<file path="config.mk">
export PLATFORM = sky130hd
export DESIGN_NAME = td4_uart_loader_flat
export DESIGN_NICKNAME = d
export VERILOG_FILES = /design/src/rtl/td4_pkg.sv /design/src/rtl/td4_uart_loader_if.sv /design/src/rtl/td4_uart_rx.sv /design/src/rtl/td4_uart_loader.sv /design/src/flat_wrapper.sv
export SDC_FILE = /design/constraint.sdc
export NUM_CORES = 1
export LEC_CHECK = 0
export ABC_CLOCK_PERIOD_IN_PS = 2400
export CORE_ASPECT_RATIO = 0.9
export CORE_MARGIN = 4
export CORE_UTILIZATION = 50
export DETAILED_ROUTE_END_ITERATION = 10
export GPL_ROUTABILITY_DRIVEN = 1
export GPL_TIMING_DRIVEN = 0
export PLACE_DENSITY = 0.84
export SLEW_MARGIN = 20
export SYNTH_ARGS = -nofsm -noshare
export SYNTH_HDL_FRONTEND = slang
export SYNTH_SLANG_ARGS = --single-unit
</file>
<file path="constraint.sdc">
create_clock -name clk -period 2.4 [get_ports clk]
set_input_delay 0.6 -clock clk [delete_from_list [all_inputs] [get_ports clk]]
set_output_delay 0.6 -clock clk [all_outputs]
set_load 0.1 [all_outputs]
</file>
<file path="src/rtl/td4_pkg.sv">
// Shared types and constants for the TD4 serial program loader.
// Latency: n/a (declarations only).
// Backpressure: n/a. Optional parity support is selected with LOADER_PARITY_EN.
package td4_pkg;

  localparam int ADDR_W    = 4;
  localparam int NIBBLE_W  = 4;
  localparam int MEM_WORDS = 16;

  // PARITY is only reachable when LOADER_PARITY_EN is defined.
  typedef enum logic [2:0] {
    IDLE,
    START,
    DATA,
    PARITY,
    STOP,
    WRITE,
    WAIT_IDLE
  } loader_state_t;

  // Even-parity bit that makes the total count of ones in {data, bit} even.
  function automatic logic even_parity(input logic [7:0] data);
    return ^data;
  endfunction

endpackage

</file>
<file path="src/rtl/td4_uart_loader_if.sv">
// Memory-side write port of the loader towards the TD4 instruction memory.
// Latency: n/a (wires only).
// Backpressure: none; the memory must accept every single-cycle write strobe.
interface td4_uart_loader_if;
  import td4_pkg::*;

  logic [ADDR_W-1:0]   mem_address;
  logic [NIBBLE_W-1:0] opcode_out;
  logic [NIBBLE_W-1:0] immediate_out;
  logic                mem_write;

  modport master (
    output mem_address,
    output opcode_out,
    output immediate_out,
    output mem_write
  );

  modport slave (
    input mem_address,
    input opcode_out,
    input immediate_out,
    input mem_write
  );

endinterface

</file>
<file path="src/rtl/td4_uart_rx.sv">
// UART receiver (8N1, or 8E1 with LOADER_PARITY_EN): synchronizer, bit timing, shift register.
// Latency: byte_valid asserts in the cycle after the stop-bit sample (WRITE state).
// Backpressure: none; byte_valid is a one-cycle pulse, suppressed by abort or enable=0.
module td4_uart_rx
  import td4_pkg::*;
#(
  parameter int CLKS_PER_BIT = 434
) (
  input  logic       clk,
  input  logic       rst_n,
  input  logic       enable,
  input  logic       abort,
  input  logic       rx,
  output logic       byte_valid,
  output logic [7:0] byte_dat,
  output logic       byte_err,
  output logic       busy
);

  localparam int CW = (CLKS_PER_BIT > 1) ? $clog2(CLKS_PER_BIT) : 1;
  localparam logic [CW-1:0] BIT_LAST  = CW'(CLKS_PER_BIT - 1);
  localparam logic [CW-1:0] HALF_LAST = CW'(CLKS_PER_BIT / 2 - 1);

  logic          rx_s1, rx_s2, rx_d;
  logic          rx_fall;
  loader_state_t state_q, state_nxt;
  logic [CW-1:0] clk_cnt_q, clk_cnt_nxt;
  logic [2:0]    bit_cnt_q, bit_cnt_nxt;
  logic [7:0]    shift_q, shift_nxt;
`ifdef LOADER_PARITY_EN
  logic          par_err_q, par_err_nxt;
`endif

  // Two-flop synchronizer plus one delay flop for falling-edge detection; idle line is high.
  always_ff @(posedge clk or negedge rst_n) begin
    if (!rst_n) begin
      rx_s1 <= 1'b1;
      rx_s2 <= 1'b1;
      rx_d  <= 1'b1;
    end else begin
      rx_s1 <= rx;
      rx_s2 <= rx_s1;
      rx_d  <= rx_s2;
    end
  end

  assign rx_fall = rx_d & ~rx_s2;

  // State and datapath registers of the receive FSM.
  always_ff @(posedge clk or negedge rst_n) begin
    if (!rst_n) begin
      state_q   <= IDLE;
      clk_cnt_q <= '0;
      bit_cnt_q <= '0;
      shift_q   <= '0;
`ifdef LOADER_PARITY_EN
      par_err_q <= 1'b0;
`endif
    end else begin
      state_q   <= state_nxt;
      clk_cnt_q <= clk_cnt_nxt;
      bit_cnt_q <= bit_cnt_nxt;
      shift_q   <= shift_nxt;
`ifdef LOADER_PARITY_EN
      par_err_q <= par_err_nxt;
`endif
    end
  end

  // Next-state, bit timing and result pulses; enable and abort override everything.
  always_comb begin
    state_nxt   = state_q;
    clk_cnt_nxt = clk_cnt_q;
    bit_cnt_nxt = bit_cnt_q;
    shift_nxt   = shift_q;
    byte_valid  = 1'b0;
    byte_err    = 1'b0;
`ifdef LOADER_PARITY_EN
    par_err_nxt = par_err_q;
`endif

    case (state_q)
      IDLE: begin
        if (rx_fall) begin
          state_nxt   = START;
          clk_cnt_nxt = '0;
        end
      end

      START: begin
        if (clk_cnt_q == HALF_LAST) begin
          clk_cnt_nxt = '0;
          bit_cnt_nxt = '0;
          // A line back high at mid start bit was a glitch.
          state_nxt   = rx_s2 ? IDLE : DATA;
        end else begin
          clk_cnt_nxt = clk_cnt_q + CW'(1);
        end
      end

      DATA: begin
        if (clk_cnt_q == BIT_LAST) begin
          clk_cnt_nxt = '0;
          shift_nxt   = {rx_s2, shift_q[7:1]};
          bit_cnt_nxt = bit_cnt_q + 3'd1;
          if (bit_cnt_q == 3'd7) begin
`ifdef LOADER_PARITY_EN
            state_nxt = PARITY;
`else
            state_nxt = STOP;
`endif
          end
        end else begin
          clk_cnt_nxt = clk_cnt_q + CW'(1);
        end
      end

`ifdef LOADER_PARITY_EN
      PARITY: begin
        if (clk_cnt_q == BIT_LAST) begin
          clk_cnt_nxt = '0;
          par_err_nxt = even_parity(shift_q) ^ rx_s2;
          state_nxt   = STOP;
        end else begin
          clk_cnt_nxt = clk_cnt_q + CW'(1);
        end
      end
`endif

      STOP: begin
        if (clk_cnt_q == BIT_LAST) begin
          clk_cnt_nxt = '0;
          if (!rx_s2) begin
            // Line still low: wait for it to return high before hunting a new start bit.
            byte_err  = 1'b1;
            state_nxt = WAIT_IDLE;
`ifdef LOADER_PARITY_EN
          end else if (par_err_q) begin
            byte_err  = 1'b1;
            state_nxt = IDLE;
`endif
          end else begin
            state_nxt = WRITE;
          end
        end else begin
          clk_cnt_nxt = clk_cnt_q + CW'(1);
        end
      end

      WRITE: begin
        byte_valid = 1'b1;
        state_nxt  = IDLE;
      end

      WAIT_IDLE: begin
        if (rx_s2) begin
          state_nxt = IDLE;
        end
      end

      default: begin
        state_nxt = IDLE;
      end
    endcase

    if (!enable) begin
      state_nxt  = IDLE;
      byte_valid = 1'b0;
      byte_err   = 1'b0;
    end else if (abort) begin
      state_nxt  = rx_s2 ? IDLE : WAIT_IDLE;
      byte_valid = 1'b0;
      byte_err   = 1'b0;
    end
  end

  assign byte_dat = shift_q;
  assign busy     = (state_q != IDLE);

endmodule

</file>
<file path="src/rtl/td4_uart_loader.sv">
// Serial program loader: UART bytes -> {immediate, opcode} writes at auto-incrementing addresses.
// Latency: mem_write pulses one cycle after the stop-bit sample; LOADER_PARITY_EN selects 8E1.
// Backpressure: none; frames arriving after done are parsed and dropped, arm restarts the load.
module td4_uart_loader
  import td4_pkg::*;
#(
  parameter int CLKS_PER_BIT = 434,
  parameter int MEM_DEPTH    = MEM_WORDS
) (
  input  logic               clk,
  input  logic               rst_n,
  input  logic               enable,
  input  logic               arm,
  input  logic               rx,
  td4_uart_loader_if.master  mem,
  output logic               busy,
  output logic               done,
  output logic               frame_error
);

  localparam logic [ADDR_W-1:0] LAST_ADDR = ADDR_W'(MEM_DEPTH - 1);

  logic                rx_byte_vld;
  logic [7:0]          rx_byte_dat;
  logic                rx_byte_err;
  logic                wr_en;
  logic [ADDR_W-1:0]   addr_cnt;
  logic                done_q;
  logic                ferr_q;
  logic [NIBBLE_W-1:0] opc_q;
  logic [NIBBLE_W-1:0] imm_q;

  td4_uart_rx #(
    .CLKS_PER_BIT (CLKS_PER_BIT)
  ) u_rx (
    .clk        (clk),
    .rst_n      (rst_n),
    .enable     (enable),
    .abort      (arm),
    .rx         (rx),
    .byte_valid (rx_byte_vld),
    .byte_dat   (rx_byte_dat),
    .byte_err   (rx_byte_err),
    .busy       (busy)
  );

  // Once the memory is full, further bytes are parsed but never written.
  assign wr_en = rx_byte_vld & ~done_q;

  // Address counter, sticky status flags and held nibbles; arm has priority over everything.
  always_ff @(posedge clk or negedge rst_n) begin
    if (!rst_n) begin
      addr_cnt <= '0;
      done_q   <= 1'b0;
      ferr_q   <= 1'b0;
      opc_q    <= '0;
      imm_q    <= '0;
    end else if (arm) begin
      addr_cnt <= '0;
      done_q   <= 1'b0;
      ferr_q   <= 1'b0;
    end else begin
      if (rx_byte_err) begin
        ferr_q <= 1'b1;
      end
      if (wr_en) begin
        opc_q <= rx_byte_dat[3:0];
        imm_q <= rx_byte_dat[7:4];
        if (addr_cnt == LAST_ADDR) begin
          addr_cnt <= '0;
          done_q   <= 1'b1;
        end else begin
          addr_cnt <= addr_cnt + ADDR_W'(1);
        end
      end
    end
  end

  // Nibbles are presented during the strobe and held afterwards.
  assign mem.mem_write     = wr_en;
  assign mem.mem_address   = addr_cnt;
  assign mem.opcode_out    = wr_en ? rx_byte_dat[3:0] : opc_q;
  assign mem.immediate_out = wr_en ? rx_byte_dat[7:4] : imm_q;
  assign done              = done_q;
  assign frame_error       = ferr_q;

endmodule

</file>
<file path="src/flat_wrapper.sv">
// flat-port wrapper written by rule: the top's interface ports become plain ports
module td4_uart_loader_flat import td4_pkg::*;
#(
  parameter int CLKS_PER_BIT = 434,
  parameter int MEM_DEPTH    = MEM_WORDS
)
  (clk, rst_n, enable, arm, rx, busy, done, frame_error, mem_mem_address, mem_opcode_out, mem_immediate_out, mem_mem_write);
  td4_uart_loader_if mem_i ();
  input  logic clk;
  input  logic rst_n;
  input  logic enable;
  input  logic arm;
  input  logic rx;
  output logic busy;
  output logic done;
  output logic frame_error;
  output wire logic [$bits(mem_i.mem_address)-1:0] mem_mem_address;
  output wire logic [$bits(mem_i.opcode_out)-1:0] mem_opcode_out;
  output wire logic [$bits(mem_i.immediate_out)-1:0] mem_immediate_out;
  output wire logic [$bits(mem_i.mem_write)-1:0] mem_mem_write;
  assign mem_mem_address = mem_i.mem_address;
  assign mem_opcode_out = mem_i.opcode_out;
  assign mem_immediate_out = mem_i.immediate_out;
  assign mem_mem_write = mem_i.mem_write;
  td4_uart_loader #(.CLKS_PER_BIT(CLKS_PER_BIT), .MEM_DEPTH(MEM_DEPTH)) u_core (.clk(clk), .rst_n(rst_n), .enable(enable), .arm(arm), .rx(rx), .mem(mem_i), .busy(busy), .done(done), .frame_error(frame_error));
endmodule
</file>
==> results.toml <==
[status]
status = "finished with violations"
failed_checks = "setup timing"

[die]
initial_core_util_pct = 51.98
dieArea_sq_um = 5374
rows = 22
die_h_um = 69.95
io_pins = 21
core_sq_um = 4101
die_w_um = 76.83

[synth]
synth.top_cell.area_share_pct = 43.43
syn_nets = 225
synth_flop_cell = "dfrtp_1"
yosysWarnings = 0
syn_area_sq_um = 2132
synth_edf_count = 0
syn_avg_cell_area_sq_um = 9.963
synth_area_leaders = "dfrtp_1 43%, nand2_1 9.7%, mux2_4 5.6%"
syn_inst = 214
synth_top_cell_by_area = "dfrtp_1"
synth-seq-cells = 40
seq_area_frac_synth_pct = 47.12
synthArstFlopShare_pct = 100.0
synthDistinctLibCells = 50

[sta]
slew_viol_final = 0
fin_crit_sh_pct = 107.0
grt_setup_unrepaired = "yes"
worst_pin_slew_ns = 0.9754
fmax_mhz = 389.6
setup_slack_ns = -0.1668
setup_viol = 9
post-route-min-period_ns = 2.567
finalHoldViolations = 0
max_slew_margin_pct = 35.23
skew_ns = 0.005757

[critical_path]
crit_path_end_kind = "output port"
cp.required_ns = 1.80
crit_path_start_kind = "input pin"
cp.arrival_ns = 1.97
critPathMaxFanout = 6
r2r_start = "u_core.u_rx.state_q[2]"
reg2reg_slack_ns = 0.29
critical_path_class = "input pin to output port"
startpoint = "arm"

[clock_network]
h-tree-depth = 2
numCtsBuffers = 5
clk_latency_ns = 0.30
clkSinkCount = 40
tritoncts = "built"
clockRootBuffer = "clkbuf_8"
clockBufferDepth = 2
clkTransAtPathRegs_ns = 0.08
hold_buffers = 0

[grt]
overflow = 0
first_global_vias = 1822
antenna_found_initial = 0
grt_pass1_wl_um = 9390
grt_max_degree = 25
grtUsageTotal_pct = 21.85

[flow_run]
cap_violations = 0

[routing]
dr_total_vias = 1774
wl_per_cell_um = 17.95
drt_iter0_markers = 270
remaining_drc_errors = 0
wl_um = 5492
via_per_inst = 5.797
ant_nets = 0
drt_first_pass_iters = 6

[placement]
place_ws_ns = -1.478
dp_hpwl_um = 3205
portBuffers = 19
gp_congestion = 0.8170
dpl_cell_area_sq_um = 2651

[cells_and_area]
num-fill-cells = 266
multiInputGateArea_sq_um = 1313
mostFrequentLayoutCells = "35 x dfrtp_1, 31 x nand2_1, 16 x nand2_8"
final_common_cell = "dfrtp_1"
antenna_cells = 0
drive_above_1_share_pct = 36.43
nNetsFinal = 268
area_growth_pct = 42.78
design_area_sq_um = 3044
register_area_sq_um = 1007

[power_and_ir_drop]
max-vdd-ir-drop_mv = 0.3947
p_leak_nw = 1.404
power.total_mw = 1.544
power.density_nw_per_um2 = 507.2

[min_path]
hold_path.class = "input pin to asynchronous set/reset pin"
[per-stage QoR]
step	TNS, ns	util [%]	cells	hold WS (ns)
2_1_floorplan	-0.8010	-	214	0.3044
6_report	-1.299	74.22	306	0.2373
3_5_place_dp	-13.44	64.64	282	0.3541
5_1_grt	-1.504	74.22	306	0.2593
4_1_cts	-1.619	73.98	303	0.2437
3_3_place_gp	-22.81	64.09	281	0.3453
[cell families after synthesis]
group,count (synthesis),synth area share (%)
compound gates,40,14.14
xor+xnor,3,1.233
fa+ha+maj,6,3.521
buf+inv,17,4.461
flops,40,47.12
mux,10,6.690
simple gates,98,22.83
[critical path: stages]
cell      delay [ns]
buf_8           0.09
nand2b_4        0.13
or4_4           0.55
inv_6           0.10
buf_12          0.17
nand2_8         0.08
nand2_8         0.06
buf_12          0.16
[power breakdown]
| part | switching, mW | leakage [nW] | internal, mW |
|---|---|---|---|
| sequential | 0.0422 | 0.541 | 0.705 |
| clock | 0.249 | 0.0541 | 0.308 |
| combinational | 0.140 | 0.809 | 0.101 |
| total | 0.430 | 1.40 | 1.11 |
[layout make-up]
cell class	count	share of cell area, %
plain buffers	9	2.548
clock buffers	5	2.261
clock inverters	3	1.397
inverters	7	1.028
flip-flops and latches	40	33.09
well taps	48	1.973
repair buffers	37	14.59
multi-input cells	157	43.12
[worst paths after layout]
path                                      endpoint  cells after the start
max                           mem_immediate_out[1]                      8
min                        u_core.u_rx.byte_dat[1]                      1
max reg2reg                u_core.u_rx.byte_dat[1]                      7
min reg2reg                      u_core.u_rx.rx_s2                      0
max in group asynchronous        u_core.u_rx.rx_s1                      2
min in group clk                 u_core.u_rx.rx_s2                      0
[Yosys cell counts, drive strengths merged (2+ instances only)]
cell and n:
a22o 3, o22ai 7, a31oi 2, o21ai 7, nor2b 4, nor2 11
o31ai 3, ha 6, a32oi 2, a41oi 2, a21o 2, dfstp 3
or2 2, a21oi 2, mux2 10, nor4b 2, inv 7, and2 2
buf 8, nand3 4, nand2 55, nor4 2, clkbuf 2, dfrtp 37
xnor2 3, nor3 2, o31a 2, nand4 2, and4 2, nand2b 4
o311ai 2, a211oi 2
[metal layers]
| metal | track usage [%] | vias up | share of wire [%] |
|---|---|---|---|
| met5 | 0 | - | 0 |
| met4 | 7.646 | 0 | 0.80 |
| met3 | 4.253 | 5 | 4.9 |
| met2 | 36.07 | 64 | 50 |
| met1 | 28.54 | 867 | 44 |
| li1 | - | 838 | - |
[registers in the layout, indices dropped and copies added, names as in the netlist]
register and count:
u_core.u_rx.rx_s1 1, u_core.imm_q 4, u_core.u_rx.byte_dat 8, u_core.mem.mem_address 4
u_core.done 1, u_core.u_rx.rx_d 1, u_core.u_rx.clk_cnt_q 9, u_core.u_rx.bit_cnt_q 3
u_core.u_rx.rx_s2 1, u_core.frame_error 1, u_core.u_rx.state_q 3, u_core.opc_q 4
[timing repair]
action | in CTS | in global routing
buffers inserted | 12 | 5
pin swaps | 10 | 1
cloned | 1 | 0
gates resized for setup | 106 | 12
setup endpoints to repair | 16 | 10
Power figures use the tool's default switching activity.
